File: src/rtl/uart_tx_cfg.sv
// rtl/uart_tx_cfg.sv - runtime-configurable UART transmitter
//
// Purpose:
//   Serialises one character per tx_valid/tx_ready handshake, LSB first.
//   The data length (5..DATA_W), the parity (none/even/odd) and the stop
//   bit count (1/2) are captured together with the character on accept.
//   Bit timing comes from an external oversampling tick: OSR baud_tick
//   pulses make one bit period. baud_rst holds that tick generator in reset
//   while the transmitter is idle, so every frame starts on a fresh phase.
//
// Ports:
//   clk            system clock
//   rst_n          synchronous active-low reset
//   baud_tick      one-cycle oversampling pulse, OSR per bit
//   tx_data_i      character, bits above the data length are ignored
//   tx_valid       character and cfg_* are valid
//   tx_ready       idle, a character can be accepted
//   cfg_data_bits  data bits per frame, out of range values select DATA_W
//   cfg_parity     00 none, 01 even, 10 odd, 11 none
//   cfg_stop2      0 one stop bit, 1 two stop bits
//   tx             serial line, idle high
//   tx_busy        frame in progress
//   tx_done        one-cycle pulse after the last stop bit
//   baud_rst       high while idle

module uart_tx_cfg #(
  parameter int DATA_W = 8,
  parameter int OSR    = 16
) (
  input  logic              clk,
  input  logic              rst_n,
  input  logic              baud_tick,
  input  logic [DATA_W-1:0] tx_data_i,
  input  logic              tx_valid,
  output logic              tx_ready,
  input  logic [3:0]        cfg_data_bits,
  input  logic [1:0]        cfg_parity,
  input  logic              cfg_stop2,
  output logic              tx,
  output logic              tx_busy,
  output logic              tx_done,
  output logic              baud_rst
);

  localparam int CW = (OSR > 2) ? $clog2(OSR) : 1;
  localparam logic [CW-1:0] TICK_MAX = CW'(OSR - 1);
  localparam logic [3:0]    DW4      = 4'(DATA_W);

  typedef enum logic [2:0] {
    S_IDLE,
    S_START,
    S_DATA,
    S_PARITY,
    S_STOP
  } state_t;

  state_t            state;
  logic [CW-1:0]     tick_cnt;
  logic [3:0]        bit_cnt;
  logic [3:0]        n_bits;
  logic [DATA_W-1:0] shift_reg;
  logic              par_en;
  logic              par_bit;
  logic              stop2;
  logic              stop_cnt;

  logic [3:0]        acc_bits;
  logic [DATA_W-1:0] acc_data;
  logic              acc_par;
  logic              accept;
  logic              bit_end;

  // Capture-time view of the request: clamped length, masked data and the
  // parity bit, so nothing about the frame depends on inputs after accept.
  always_comb begin
    acc_bits = cfg_data_bits;
    if (cfg_data_bits < 4'd5 || cfg_data_bits > DW4) begin
      acc_bits = DW4;
    end
    acc_data = '0;
    for (int i = 0; i < DATA_W; i++) begin
      if (4'(i) < acc_bits) begin
        acc_data[i] = tx_data_i[i];
      end
    end
    acc_par = (^acc_data) ^ (cfg_parity == 2'b10);
  end

  assign accept  = tx_valid && tx_ready;
  assign bit_end = baud_tick && (tick_cnt == TICK_MAX);

  // Single FSM; every output is a register so tx never sees an input
  // combinationally. tx is loaded with the level of the next bit on the
  // edge that ends the current one.
  always_ff @(posedge clk) begin
    if (!rst_n) begin
      state     <= S_IDLE;
      tick_cnt  <= '0;
      bit_cnt   <= '0;
      n_bits    <= '0;
      shift_reg <= '0;
      par_en    <= 1'b0;
      par_bit   <= 1'b0;
      stop2     <= 1'b0;
      stop_cnt  <= 1'b0;
      tx        <= 1'b1;
      tx_ready  <= 1'b1;
      tx_busy   <= 1'b0;
      tx_done   <= 1'b0;
      baud_rst  <= 1'b1;
    end else begin
      tx_done <= 1'b0;

      if (state != S_IDLE && baud_tick) begin
        tick_cnt <= (tick_cnt == TICK_MAX) ? '0 : tick_cnt + 1'b1;
      end

      case (state)
        S_IDLE: begin
          tick_cnt <= '0;
          if (accept) begin
            shift_reg <= acc_data;
            n_bits    <= acc_bits;
            par_en    <= (cfg_parity == 2'b01) || (cfg_parity == 2'b10);
            par_bit   <= acc_par;
            stop2     <= cfg_stop2;
            bit_cnt   <= '0;
            stop_cnt  <= 1'b0;
            state     <= S_START;
            tx        <= 1'b0;
            tx_ready  <= 1'b0;
            tx_busy   <= 1'b1;
            baud_rst  <= 1'b0;
          end
        end

        S_START: begin
          if (bit_end) begin
            state <= S_DATA;
            tx    <= shift_reg[0];
          end
        end

        S_DATA: begin
          if (bit_end) begin
            shift_reg <= shift_reg >> 1;
            bit_cnt   <= bit_cnt + 4'd1;
            if (bit_cnt + 4'd1 == n_bits) begin
              if (par_en) begin
                state <= S_PARITY;
                tx    <= par_bit;
              end else begin
                state <= S_STOP;
                tx    <= 1'b1;
              end
            end else begin
              tx <= shift_reg[1];
            end
          end
        end

        S_PARITY: begin
          if (bit_end) begin
            state <= S_STOP;
            tx    <= 1'b1;
          end
        end

        S_STOP: begin
          if (bit_end) begin
            if (stop2 && !stop_cnt) begin
              stop_cnt <= 1'b1;
            end else begin
              state    <= S_IDLE;
              tx       <= 1'b1;
              tx_ready <= 1'b1;
              tx_busy  <= 1'b0;
              baud_rst <= 1'b1;
              tx_done  <= 1'b1;
            end
          end
        end

        default: begin
          state    <= S_IDLE;
          tx       <= 1'b1;
          tx_ready <= 1'b1;
          tx_busy  <= 1'b0;
          baud_rst <= 1'b1;
        end
      endcase
    end
  end

endmodule

File: config.mk
export PLATFORM = sky130hd
export DESIGN_NAME = uart_tx_cfg
export DESIGN_NICKNAME = d
export VERILOG_FILES = /design/src/rtl/uart_tx_cfg.sv
export SDC_FILE = /design/constraint.sdc
export NUM_CORES = 1
export LEC_CHECK = 0
export CAP_MARGIN = 20
export CORE_AREA = 4 4 60 62
export DETAILED_ROUTE_END_ITERATION = 10
export DIE_AREA = 0 0 64 66
export PLACE_DENSITY = 0.83
export SLEW_MARGIN = 10
export SYNTH_ARGS = -nofsm -noshare
export SYNTH_HDL_FRONTEND = slang
export SYNTH_SLANG_ARGS = --single-unit
File: constraint.sdc
create_clock -name clk -period 3.5 [get_ports clk]
set_clock_uncertainty 0.15 [all_clocks]
set_input_delay 0.35 -clock clk [delete_from_list [all_inputs] [get_ports clk]]
set_output_delay 0.35 -clock clk [all_outputs]
set_load 0.01 [all_outputs]
==> results_dict.tcl <==
set metrics [dict create \
    status "complete, no violations" \
    grt_util_met1_pct 20.3 \
    critPathCaptureType "register" \
    max_freq_mhz 465 \
    first_global_vias 1384 \
    worst_setup_path_start_kind "register" \
    worstSkewPairLatency_ps 330 \
    synth_area_leaders "dfxtp_1 (36%), nand2_1 (5.9%), xnor2_1 (5.6%)" \
    wl_mm 3.39 \
    holdBufCountCts 0 \
    antenna_found_initial 0 \
    ys_seq_area_share_pct 36.1 \
    tightest_slew_ps 668 \
    h-tree-depth 2 \
    yosysTopAreaCell "dfxtp_1" \
    synth.avg_cell_area_um2 8.35 \
    cap_violations 0 \
    busiest_layer "met2" \
    cts_resized 0 \
    crit_path_max_fanout 11 \
    period_share_pct 61.4 \
    die_area_um2 4220 \
    yosysWarningCount 0 \
    critPathTopFamily "compound AO/OA/AOI/OAI gates" \
    tns_ps 0 \
    drcViolationCount 0 \
    ios 24 \
    crit_required_ps 3590 \
    post_cts_buffers 0 \
    hold_viol 0 \
    die_w_um 64 \
    use_met2_pct 30.7 \
    cts_tree "yes" \
    synth_edf_count 0 \
    ir_worst_vdd_v 0.000223 \
    area_growth_pct 16.9 \
    async_flop_share_pct 0 \
    place_hpwl_mm 2.54 \
    path_clk_slew_ps 90 \
    grt_use_total_pct 18.0 \
    port_buffers 23 \
    yosysUniqueCellTypes 50 \
    finalSetupViolCount 0 \
    layout-drive-gt1-share_pct 7.08 \
    synth_seq_cells 31 \
    drv_slew 0 \
    place_congestion 0.749 \
    netlist_instances 206 \
    diodes 0 \
    dp_slack_ps 1110 \
    largest_reg_flops 8 \
    crit_path_top_delay_cell "nand4b_1" \
    p_leak_nw 0.739 \
    routed_via_density 5.57 \
    path_cells "nor2_4 > nand4b_1 > o211ai_1 > o21ai_1 > o31ai_1" \
    clockBufferDepth 2 \
    power.density_nw_per_um2 427 \
    slew_headroom_pct 55.2 \
    drt-initial-drc-count 68 \
    syn_area_um2 1720 \
    cts_buffers 5 \
    drtPass1Iterations 4 \
    die_y_um 66 \
    arrival_ps 2240 \
    grt_pass1_wl_mm 5.90 \
    rsz0062_at_grt "no" \
    ys.flop_type "dfxtp_1" \
    grt_max_degree 21 \
    clock-sinks 31 \
    fin_crit_ps 2150 \
    hp-class "register to register" \
    cts-root-buf "clkbuf_4" \
    yosys.area.top_type_share_pct 36.1 \
    cp_num_buf_inv 0 \
    antenna_left 0 \
    max_stage_delay_ps 460 \
    gr-total-overflow 0 \
    dr_total_vias 1504 \
    avgRoutedWirePerCell_um 12.5 \
    fp.coreArea_um2 3030 \
    critPathKind "register to register" \
    rows 20 \
    met3_usage_pct 5.10 \
    syn_nets 228 \
    setup_ws_ps 1350 \
    fin_nets 248 \
    start_util_pct 56.8 \
]
==> synth_stat cells, types with 2 or more instances <==
library cell,count
nor2b_1,6
xnor2_1,11
a32oi_1,2
inv_1,4
xor2_1,6
clkbuf_1,6
and2_1,3
nor3_1,3
o21ai_0,9
nand2_1,27
nand4_1,2
a21boi_0,2
nand3_1,11
ha_1,3
mux2i_1,5
a311oi_2,2
nand2b_1,7
dfxtp_1,31
buf_2,2
a21oi_1,7
o211ai_1,2
nor2_1,21
o31ai_1,2
a311oi_1,6
==> logic make-up (layout without fill, tap and decap cells) <==
kind of cell    after synthesis  after routing  synth area share [%]
xor+xnor                     17             17                  8.65
buf+inv                      15             35                  4.07
flops                        31             31                  36.1
mux                           5              5                  2.91
fa+ha+maj                     3              3                  2.18
compound gates               44             44                  19.3
simple gates                 91             91                  26.8
==> stage by stage <==
stage	power (mW)	area [um^2]	utilization [%]	instances	hold slack, ps
after floorplan	0.591	1720	-	206	285
after global placement	0.654	1950	64.5	263	305
after detailed placement	0.660	1950	64.5	263	319
after CTS	0.867	2010	66.4	270	334
after global routing	0.916	2010	66.4	270	369
final	0.858	2010	66.4	270	330
==> metal layers <==
layer / vias to the layer above / share of wire, %
met5: - / 0
met4: 0 / 2.2
met3: 8 / 7.1
met2: 44 / 47
met1: 683 / 44
li1: 769 / -
==> power breakdown <==
part | total (mW) | internal (mW) | switching [mW]
logic | 0.229 | 0.112 | 0.117
clock network | 0.207 | 0.0929 | 0.114
registers | 0.422 | 0.389 | 0.0329
==> cell type report <==
type                            count  area (um^2)
Clock buffer                        6         51.3
Clock inverter                      1         5.00
Fill cell                         270         1020
Inverter                            5         18.8
Multi-Input combinational cell    160         1030
Sequential cell                    31          621
Tap cell                           44         55.1
Timing Repair Buffer               23          230
==> placed cells by master (no fill, tap or decap), types with 3 or more instances in the layout <==
| cell type | instances |
|---|---|
| dfxtp_1 | 31 |
| ha_1 | 3 |
| nor2_1 | 21 |
| a311oi_1 | 6 |
| xor2_1 | 6 |
| nand3_1 | 11 |
| and2_1 | 3 |
| inv_1 | 4 |
| xnor2_1 | 11 |
| nand2b_1 | 7 |
| o21ai_0 | 9 |
| clkbuf_4 | 5 |
| nand2_1 | 27 |
| a21oi_1 | 7 |
| mux2i_1 | 5 |
| clkdlybuf4s50_1 | 23 |
| nor2b_1 | 6 |
| nor3_1 | 3 |
==> worst reg2reg max path, cell delays in order, from the launching register on <==
cell      delay, ps
dfxtp_1         430
nor2_4          220
nand4b_1        470
o211ai_1        340
o21ai_1         190
o31ai_1         270
==> final timing paths <==
check	slack (ps)	from	endpoint	cells past startpoint
setup / recovery	1350	state[0]	state[0]	5
hold / removal	330	stop2	stop2	2
setup reg to reg	1350	state[0]	state[0]	5
hold reg to reg	330	stop2	stop2	2
(Power assumes the default switching activity.)
